File: config.mk
export PLATFORM = sky130hd
export DESIGN_NAME = demux_dispatch4
export DESIGN_NICKNAME = d
export VERILOG_FILES = /design/src/rtl/dispatch_pkg.sv /design/src/rtl/dispatch_skid_buf.sv /design/src/rtl/demux_dispatch4.sv
export SDC_FILE = /design/constraint.sdc
export NUM_CORES = 1
export LEC_CHECK = 0
export CORE_ASPECT_RATIO = 0.6
export CORE_MARGIN = 2
export CORE_UTILIZATION = 45
export DETAILED_ROUTE_END_ITERATION = 10
export PLACE_DENSITY = 0.76
export SLEW_MARGIN = 20
export SYNTH_ARGS = -nofsm -noshare
export SYNTH_HDL_FRONTEND = slang
export SYNTH_SLANG_ARGS = --single-unit
File: constraint.sdc
create_clock -name Clk -period 1.7 [get_ports Clk]
set_clock_uncertainty 0.15 [all_clocks]
set_input_delay 0.17 -clock Clk [delete_from_list [all_inputs] [get_ports Clk]]
set_output_delay 0.17 -clock Clk [all_outputs]
set_load 0.02 [all_outputs]
File: src/rtl/dispatch_pkg.sv
// Shared types and helpers for the 1-to-4 result dispatcher.
// Holds the buffer state encoding, the port indices and the select check.
package dispatch_pkg;

    typedef enum logic [1:0] {
        EMPTY = 2'd0,
        ONE   = 2'd1,
        TWO   = 2'd2
    } state_t;

    localparam int PORT_A = 0;
    localparam int PORT_B = 1;
    localparam int PORT_C = 2;
    localparam int PORT_D = 3;

    // A non-zero value with its lowest set bit cleared is zero only when one bit was set.
    function automatic logic is_onehot4(input logic [3:0] sel);
        return (sel != 4'd0) && ((sel & (sel - 4'd1)) == 4'd0);
    endfunction

endpackage

File: src/rtl/dispatch_skid_buf.sv
// Two-entry buffer. The head register drives the outputs directly, and the skid entry absorbs one word.
// ready depends only on registered state, so there is no path from the consumer side to the producer side.
module dispatch_skid_buf
    import dispatch_pkg::*;
#(
    parameter int W = 20
) (
    input  logic         clk,
    input  logic         rst_n,
    input  logic         push,
    input  logic         pop,
    input  logic [W-1:0] din,
    output logic [W-1:0] dout,
    output logic         head_valid,
    output logic         ready
);

    state_t       state, state_nxt;
    logic [W-1:0] head, skid;

    always_ff @(posedge clk or negedge rst_n) begin
        if (!rst_n) state <= EMPTY;
        else        state <= state_nxt;
    end

    always_comb begin
        state_nxt = state;
        case (state)
            EMPTY: if (push) state_nxt = ONE;
            ONE: begin
                if (push && !pop)      state_nxt = TWO;
                else if (!push && pop) state_nxt = EMPTY;
            end
            TWO:     if (pop) state_nxt = ONE;
            default: state_nxt = EMPTY;
        endcase
    end

    always_comb begin
        head_valid = (state != EMPTY);
        ready      = (state != TWO);
    end

    // When the buffer is drained, head keeps its stale word; only the valid flag drops.
    always_ff @(posedge clk or negedge rst_n) begin
        if (!rst_n) begin
            head <= '0;
            skid <= '0;
        end else begin
            case (state)
                EMPTY: if (push) head <= din;
                ONE: begin
                    if (push && pop) head <= din;
                    else if (push)   skid <= din;
                end
                TWO:     if (pop) head <= skid;
                default: ;
            endcase
        end
    end

    assign dout = head;

endmodule

File: src/rtl/demux_dispatch4.sv
// Registered 1-to-4 distributor. A word is routed by a one-hot select through a two-entry buffer.
// Illegal selects are dropped, counted (saturating) and flagged in a sticky error bit.
module demux_dispatch4
    import dispatch_pkg::*;
#(
    parameter int N     = 16,
    parameter int CNT_W = 8
) (
    input  logic             Clk,
    input  logic             Reset_n,
    input  logic             In_Valid,
    output logic             In_Ready,
    input  logic [N-1:0]     In_Data,
    input  logic [3:0]       In_Sel,
    output logic [N-1:0]     Out_Data,
    output logic [3:0]       Out_Valid,
    input  logic [3:0]       Out_Ready,
    output logic             Err_Sticky,
    output logic [CNT_W-1:0] Drop_Count,
    input  logic             Clear_Err
);

    logic         legal, push, drop, pop, head_valid;
    logic [N+3:0] head;

    assign legal = is_onehot4(In_Sel);
    assign push  = In_Valid && In_Ready && legal;
    assign drop  = In_Valid && In_Ready && !legal;
    assign pop   = |(Out_Valid & Out_Ready);

    dispatch_skid_buf #(.W(N + 4)) u_buf (
        .clk        (Clk),
        .rst_n      (Reset_n),
        .push       (push),
        .pop        (pop),
        .din        ({In_Sel, In_Data}),
        .dout       (head),
        .head_valid (head_valid),
        .ready      (In_Ready)
    );

    assign Out_Data  = head[N-1:0];
    assign Out_Valid = head_valid ? head[N+3:N] : 4'b0000;

    // When a clear and a drop arrive in the same cycle, the clear wins and the drop is not counted.
    always_ff @(posedge Clk or negedge Reset_n) begin
        if (!Reset_n) begin
            Err_Sticky <= 1'b0;
            Drop_Count <= '0;
        end else if (Clear_Err) begin
            Err_Sticky <= 1'b0;
            Drop_Count <= '0;
        end else if (drop) begin
            Err_Sticky <= 1'b1;
            if (Drop_Count != {CNT_W{1'b1}}) Drop_Count <= Drop_Count + CNT_W'(1);
        end
    end

endmodule
## Word-level counts from Yosys, hierarchy flattened

Index checks and enable logic that the tools add are counted.

| word-level totals | value |
|---|---|
| word-level logic and storage cells | 55 |
| register bits | 51 |
| bits of input ports | 28 |

| cells by class | value |
|---|---|
| multiplexer cells | 15 |
| reduce and logical (&&, ||, !) cells | 22 |
| bitwise operators | 3 |
| equality and inequality tests | 8 |
| add/sub/neg operators | 2 |

Operators with widths:

| cell | number |
|---|---|
| $mux 20 | 3 |
| $pmux 20 s3 | 1 |
| $mux 8 | 3 |
| $add 8x1->8 const B | 1 |
| $and 4x4->4 | 2 |
| $mux 2 | 4 |
| $ne 8x8->1 const B | 1 |
| $logic_and 1x1->1 | 7 |
| $ne 2x1->1 const B | 3 |
| $pmux 2 s3 | 1 |
| $reduce_and 3->1 | 2 |
| $reduce_bool 2->1 | 3 |
| $logic_not 4->1 | 1 |
| $mux 4 | 1 |
| $reduce_and 4->1 | 1 |
| $reduce_bool 4->1 | 1 |
| $reduce_or 4->1 | 1 |
| $sub 4x1->4 const B | 1 |
| $logic_not 1->1 | 3 |
| $ne 3x1->1 const B | 1 |
| $reduce_bool 3->1 | 1 |
| $eq 2x1->1 const B | 1 |
| $eq 2x2->1 const B | 1 |
| $logic_not 2->1 | 1 |
| other kinds (4) | 5 |

## Depth between registers and ports, before layout

Gate-level depths: netlist of the first run.

| logic depth | value |
|---|---|
| depth after elaboration | 10 |
| mapped depth | 6 |
| mapped depth without buffers | 6 |

## Hierarchy

From an unflattened synthesis of the first run, not the netlist that was laid out.

| unflattened totals | value |
|---|---|
| cells, all modules | 191 |
| area total of the unflattened synthesis | 2377.3 um^2 |

Modules (own cells, without submodules):

| module | sequential area each (um^2) | instances | area an instance (um^2) | cells an instance |
|---|---|---|---|---|
| dispatch_skid_buf | 1051.0 | 1 | 1771.7 | 125 |
| demux_dispatch4 | 225.2 | 1 | 605.6 | 66 |

## Least setup slack after synthesis of the first run

No wires, ideal clock.

| path | value |
|---|---|
| path type | register to register |
| start point | reg Drop_Count[0] |
| end point | reg Drop_Count[7] |
| setup time | 0.125 ns |
| cell stages (with the launch flop) | 7 |
| slack | -0.218 ns |
| arrival time | 1.643 ns |
| data required time | 1.425 ns |
| period minus slack after synthesis | 1.918 ns |
| path through | dfrtp_1 > ha_1 > nand3_1 > o2111ai_1 > nor3_1 > nor2b_1 > mux2_2 |

| between the ends | value |
|---|---|
| cells in the longest elaborated chain, start to end | 4 |
| elaborated cells between the ends (all ways) | 7 |

Ends and longest elaborated chain:

| element | line | source |
|---|---|---|
| start, declared | demux_dispatch4.sv:19 | `output logic [CNT_W-1:0] Drop_Count,` |
| start signal, assigned | demux_dispatch4.sv:55 | `if (Drop_Count != {CNT_W{1'b1}}) Drop_Count <= Drop_Count + CNT_W'(1);` |
| $add 8x1->8 | demux_dispatch4.sv:55 |  |
| $mux 8 | demux_dispatch4.sv:55 |  |
| $mux 8 | demux_dispatch4.sv:53 | `end else if (drop) begin` |
| $mux 8 | demux_dispatch4.sv:50 | `end else if (Clear_Err) begin` |

Parallel ways exist; a longest one is shown, timed or not. The select of a mux whose other input is x is not followed.
A chain may end at the register's enable or synchronous reset.

## Worst setup path in the final report of the first run

| path | value |
|---|---|
| start point | reg u_buf.head[16] (netlist: u_buf.dout[16]) |
| end point | reg u_buf.skid[15] |

| between the ends | value |
|---|---|
| cells in the longest elaborated chain, start to end | 6 |

Ends and longest elaborated chain:

| element | line | source |
|---|---|---|
| start, declared | dispatch_skid_buf.sv:19 | `logic [W-1:0] head, skid;` |
| start signal, assigned | dispatch_skid_buf.sv:51 | `EMPTY: if (push) head <= din;` |
| start signal, assigned | dispatch_skid_buf.sv:53 | `if (push && pop) head <= din;` |
| start signal, assigned | dispatch_skid_buf.sv:56 | `TWO: if (pop) head <= skid;` |
| $mux 4 | demux_dispatch4.sv:43 | `assign Out_Valid = head_valid ? head[N+3:N] : 4'b0000;` |
| $and 4x4->4 | demux_dispatch4.sv:29 | `assign pop = \|(Out_Valid & Out_Ready);` |
| $reduce_or 4->1 | demux_dispatch4.sv:29 |  |
| $logic_and 1x1->1 | dispatch_skid_buf.sv:53 |  |
| $not 1->1 (no source line) | -- |  |
| $reduce_and 3->1 (no source line) | -- |  |
| end signal, assigned | dispatch_skid_buf.sv:54 | `else if (push) skid <= din;` |
| end, declared | dispatch_skid_buf.sv:19 |  |

Every way passes these cells.

==> key figures, run 1 <==
Final layout
  – Layout Area Growth over Synthesis: 49.6%
  – Number of antenna diodes: 0
  – Finished Cell Area: 3830 µm²
  – Nets: 359
  – Share of layout cells above drive strength 1: 37.6%

Worst setup path
  – Top delay family on crit path: compound AO/OA/AOI/OAI gates
  – Sequence of cells on the critical path: a22o_1 -> a221oi_4 -> nand2_2 -> nor2_4 -> buf_6 -> mux2_1
  – CP max stage cell: dfrtp_1
  – CP endpoint kind: register
  – Levels on crit path: 6
  – Worst path bufs/invs: 1
  – R2R depth: 6
  – CP Class: reg2reg
  – Critical Path AT: 2040 ps
  – Worst path max stage delay: 390 ps
  – Required @ worst endpoint: 1750 ps
  – Crit Path Max Fanout: 9
  – Setup crit start kind: register

Floorplanning
  – Die Height: 62.4 µm
  – Core area: 5520 µm²
  – Die width: 101 µm
  – Ports: 58
  – Starting density of the core: 46.3%
  – DIE AREA: 6320 µm²
  – Row count: 21

Placed design
  – Placed instance area: 3460 µm²
  – Number of port buffers: 57
  – Gp weighted congestion: 0.752
  – Worst slack, placed: -655 ps
  – DPL Wire Length: 4.13 mm

GRT
  – First-pass GRT wire length: 10.2 mm
  – GRT Total Usage: 20.7%
  – Pin count of the biggest net entering global routing: 52
  – Vias in the first global route: 2111
  – Initial antenna violation count: 0
  – GRT overflow: 0

Job
  – Max-Cap Viols: 0

Clocking
  – CTS tree: built
  – Clock transition at the registers of the reported paths: 90 ps
  – CTS Buffer Depth: 2
  – CTS Buf Count: 5
  – CTS H-tree lvls: 2
  – Latest clock arrival within the worst-skew pair: 310 ps
  – CTS root buf: clkbuf_8
  – Sink Count: 51

Timing
  – WHS: 161 ps
  – Final Max Tran Viols: 0
  – Slew margin rel.: 74.3%
  – Min cycle time layout: 1990 ps
  – Worst-margin pin slew: 384 ps
  – F_max: 503 MHz
  – Fin. Hold Viols: 0
  – Final period utilization: 117%
  – Final setup margin: -290 ps
  – Endpoints failing setup: 45
  – RSZ-0062 raised after global routing: true

Routing
  – DRC: 0
  – Iteration-0 DRC Markers: 60
  – Final WL: 6.20 mm
  – Via count: 1984
  – DR WL/cell: 15.5 µm
  – 1st-pass router iterations: 4
  – DRT antenna net count: 0
  – Via density: 4.97

Synthesis
  – Number of enable flip-flop cells after synthesis: 0
  – Mean Syn Cell Area: 10.7 µm²
  – Top_reg_cell synth: dfrtp_1
  – FF+latch count, synth: 51
  – Commonest cells post-synth: nand2_1 (61), dfrtp_1 (51), mux2_1 (39)
  – Yosys cell types: 37
  – Area leader, netlist: dfrtp_1
  – Ys async rst share: 100%
  – Mapped Cells: 240
  – Synth top area share: 49.9%
  – Yosys warnings: 0
  – Area contributors post-synth: dfrtp_1 (50%), mux2_1 (17%), nand2_1 (9.0%)
  – Sequential fraction of the synthesis area: 49.9%
  – Most common cell in the netlist: nand2_1
  – Cell Area, Synth: 2560 µm²
  – Post-synthesis net count: 269

Power and ir drop
  – Power Dens Cells: 1300 nW/µm²
  – Leakage power: 1.82 nW
  – Worst vdd rail ir drop: 0.740 mV

Worst hold path
  – Hold Path Class: in2reg
  – Hold Path Cell Cnt: 2

Run status
  – Outcome: finished with violations
  – Failing checks: setup timing
## cells in the final DEF (no fill, tap or decap), types with 5 or more instances in the layout
master            n
buf_2             6
buf_4            41
buf_6             7
clkbuf_8          5
clkdlybuf4s50_1  39
dfrtp_1          49
dlygate4sd2_1    10
mux2_1            6
mux2_4           34
nand2_1          60
nor2_1           10
nor2b_1           6
## per-layer routing
metal  wire length (µm)  GRT usage [%]  up-vias
met1               3060           30.0      958
met4                 65           4.56        0
met5                  0              0        -
li1                   -              -      960
met2               2750           31.9       58
met3                319           4.92        8
## path summary, 6_finish.rpt
kind	endpoint	startpoint	slack, ps
worst max-delay path	u_buf.skid[15]	u_buf.dout[16]	-290
worst min-delay path	u_buf.skid[16]	In_Sel[0]	160
worst max register to register	u_buf.skid[15]	u_buf.dout[16]	-290
worst min register to register	u_buf.skid[19]	u_buf.skid[19]	350
max in group asynchronous	Drop_Count[0]	Reset_n	910
min in group asynchronous	u_buf.dout[17]	Reset_n	240
## cell type report
cell class / count / area (µm²)
clock buffers: 5 / 68.8
clock inverters: 2 / 37.5
fillers: 403 / 1690
inverters: 4 / 15.0
multi-input cells: 160 / 1370
flip-flops and latches: 51 / 1280
well taps: 69 / 86.3
repair buffers: 108 / 968
## power breakdown
part           switching, mW  leakage (nW)  internal [mW]
clock network          0.421        0.0502          0.431
logic                  0.807          1.13           1.30
registers              0.302         0.645           1.71
## registers in the layout, indices dropped and copies added, names as in the netlist
signal and cells:
Drop_Count 8, u_buf.dout 20, Err_Sticky 1, u_buf.skid 20, u_buf.state 2
## what timing repair did
action,4_1_cts,5_1_grt
hold buffers,1,0
endpoints found under the setup margin,62,55
gates resized for setup,53,25
pin swaps,5,8
setup buffers,7,7
hold endpoints to repair,51,0
## worst register-to-register path: stages (launching register included)
cell and delay (ps):
dfrtp_1 390, a22o_1 250, a221oi_4 300, nand2_2 130, nor2_4 140, buf_6 170
mux2_1 340
## through the flow
stage / cells / total power [mW] / TNS [ps] / utilization [%]
floorplan: 240 / 3.26 / -3420 / -
global placement: 381 / 3.83 / -23940 / 62.8
detailed placement: 381 / 3.89 / -29300 / 62.8
CTS: 395 / 4.89 / -8940 / 67.4
global route: 399 / 5.23 / -13370 / 69.3
finish: 399 / 4.97 / -10700 / 69.3
## cells by family after synthesis
family,Yosys count,synth area share (%)
AOI/OAI and AO/OA,17,5.24
muxes,42,18.4
xor gates and xnor gates,6,2.05
adders and majority gates,1,0.489
and+or+nand+nor,94,16.7
DFF,51,49.9
buffers and inverters,29,7.19
No activity file was read; power rests on OpenSTA's default activity.
==> run 2, diff against run 1 <==
--- a/config.mk
+++ b/config.mk
@@ -5,6 +5,7 @@
 export SDC_FILE = /design/constraint.sdc
 export NUM_CORES = 1
 export LEC_CHECK = 0
+export CAP_MARGIN = 15
 export CORE_ASPECT_RATIO = 0.6
 export CORE_MARGIN = 2
 export CORE_UTILIZATION = 45
==> results of run 2 <==
The final DEF is identical to that of run 1; final timing and power are the same.
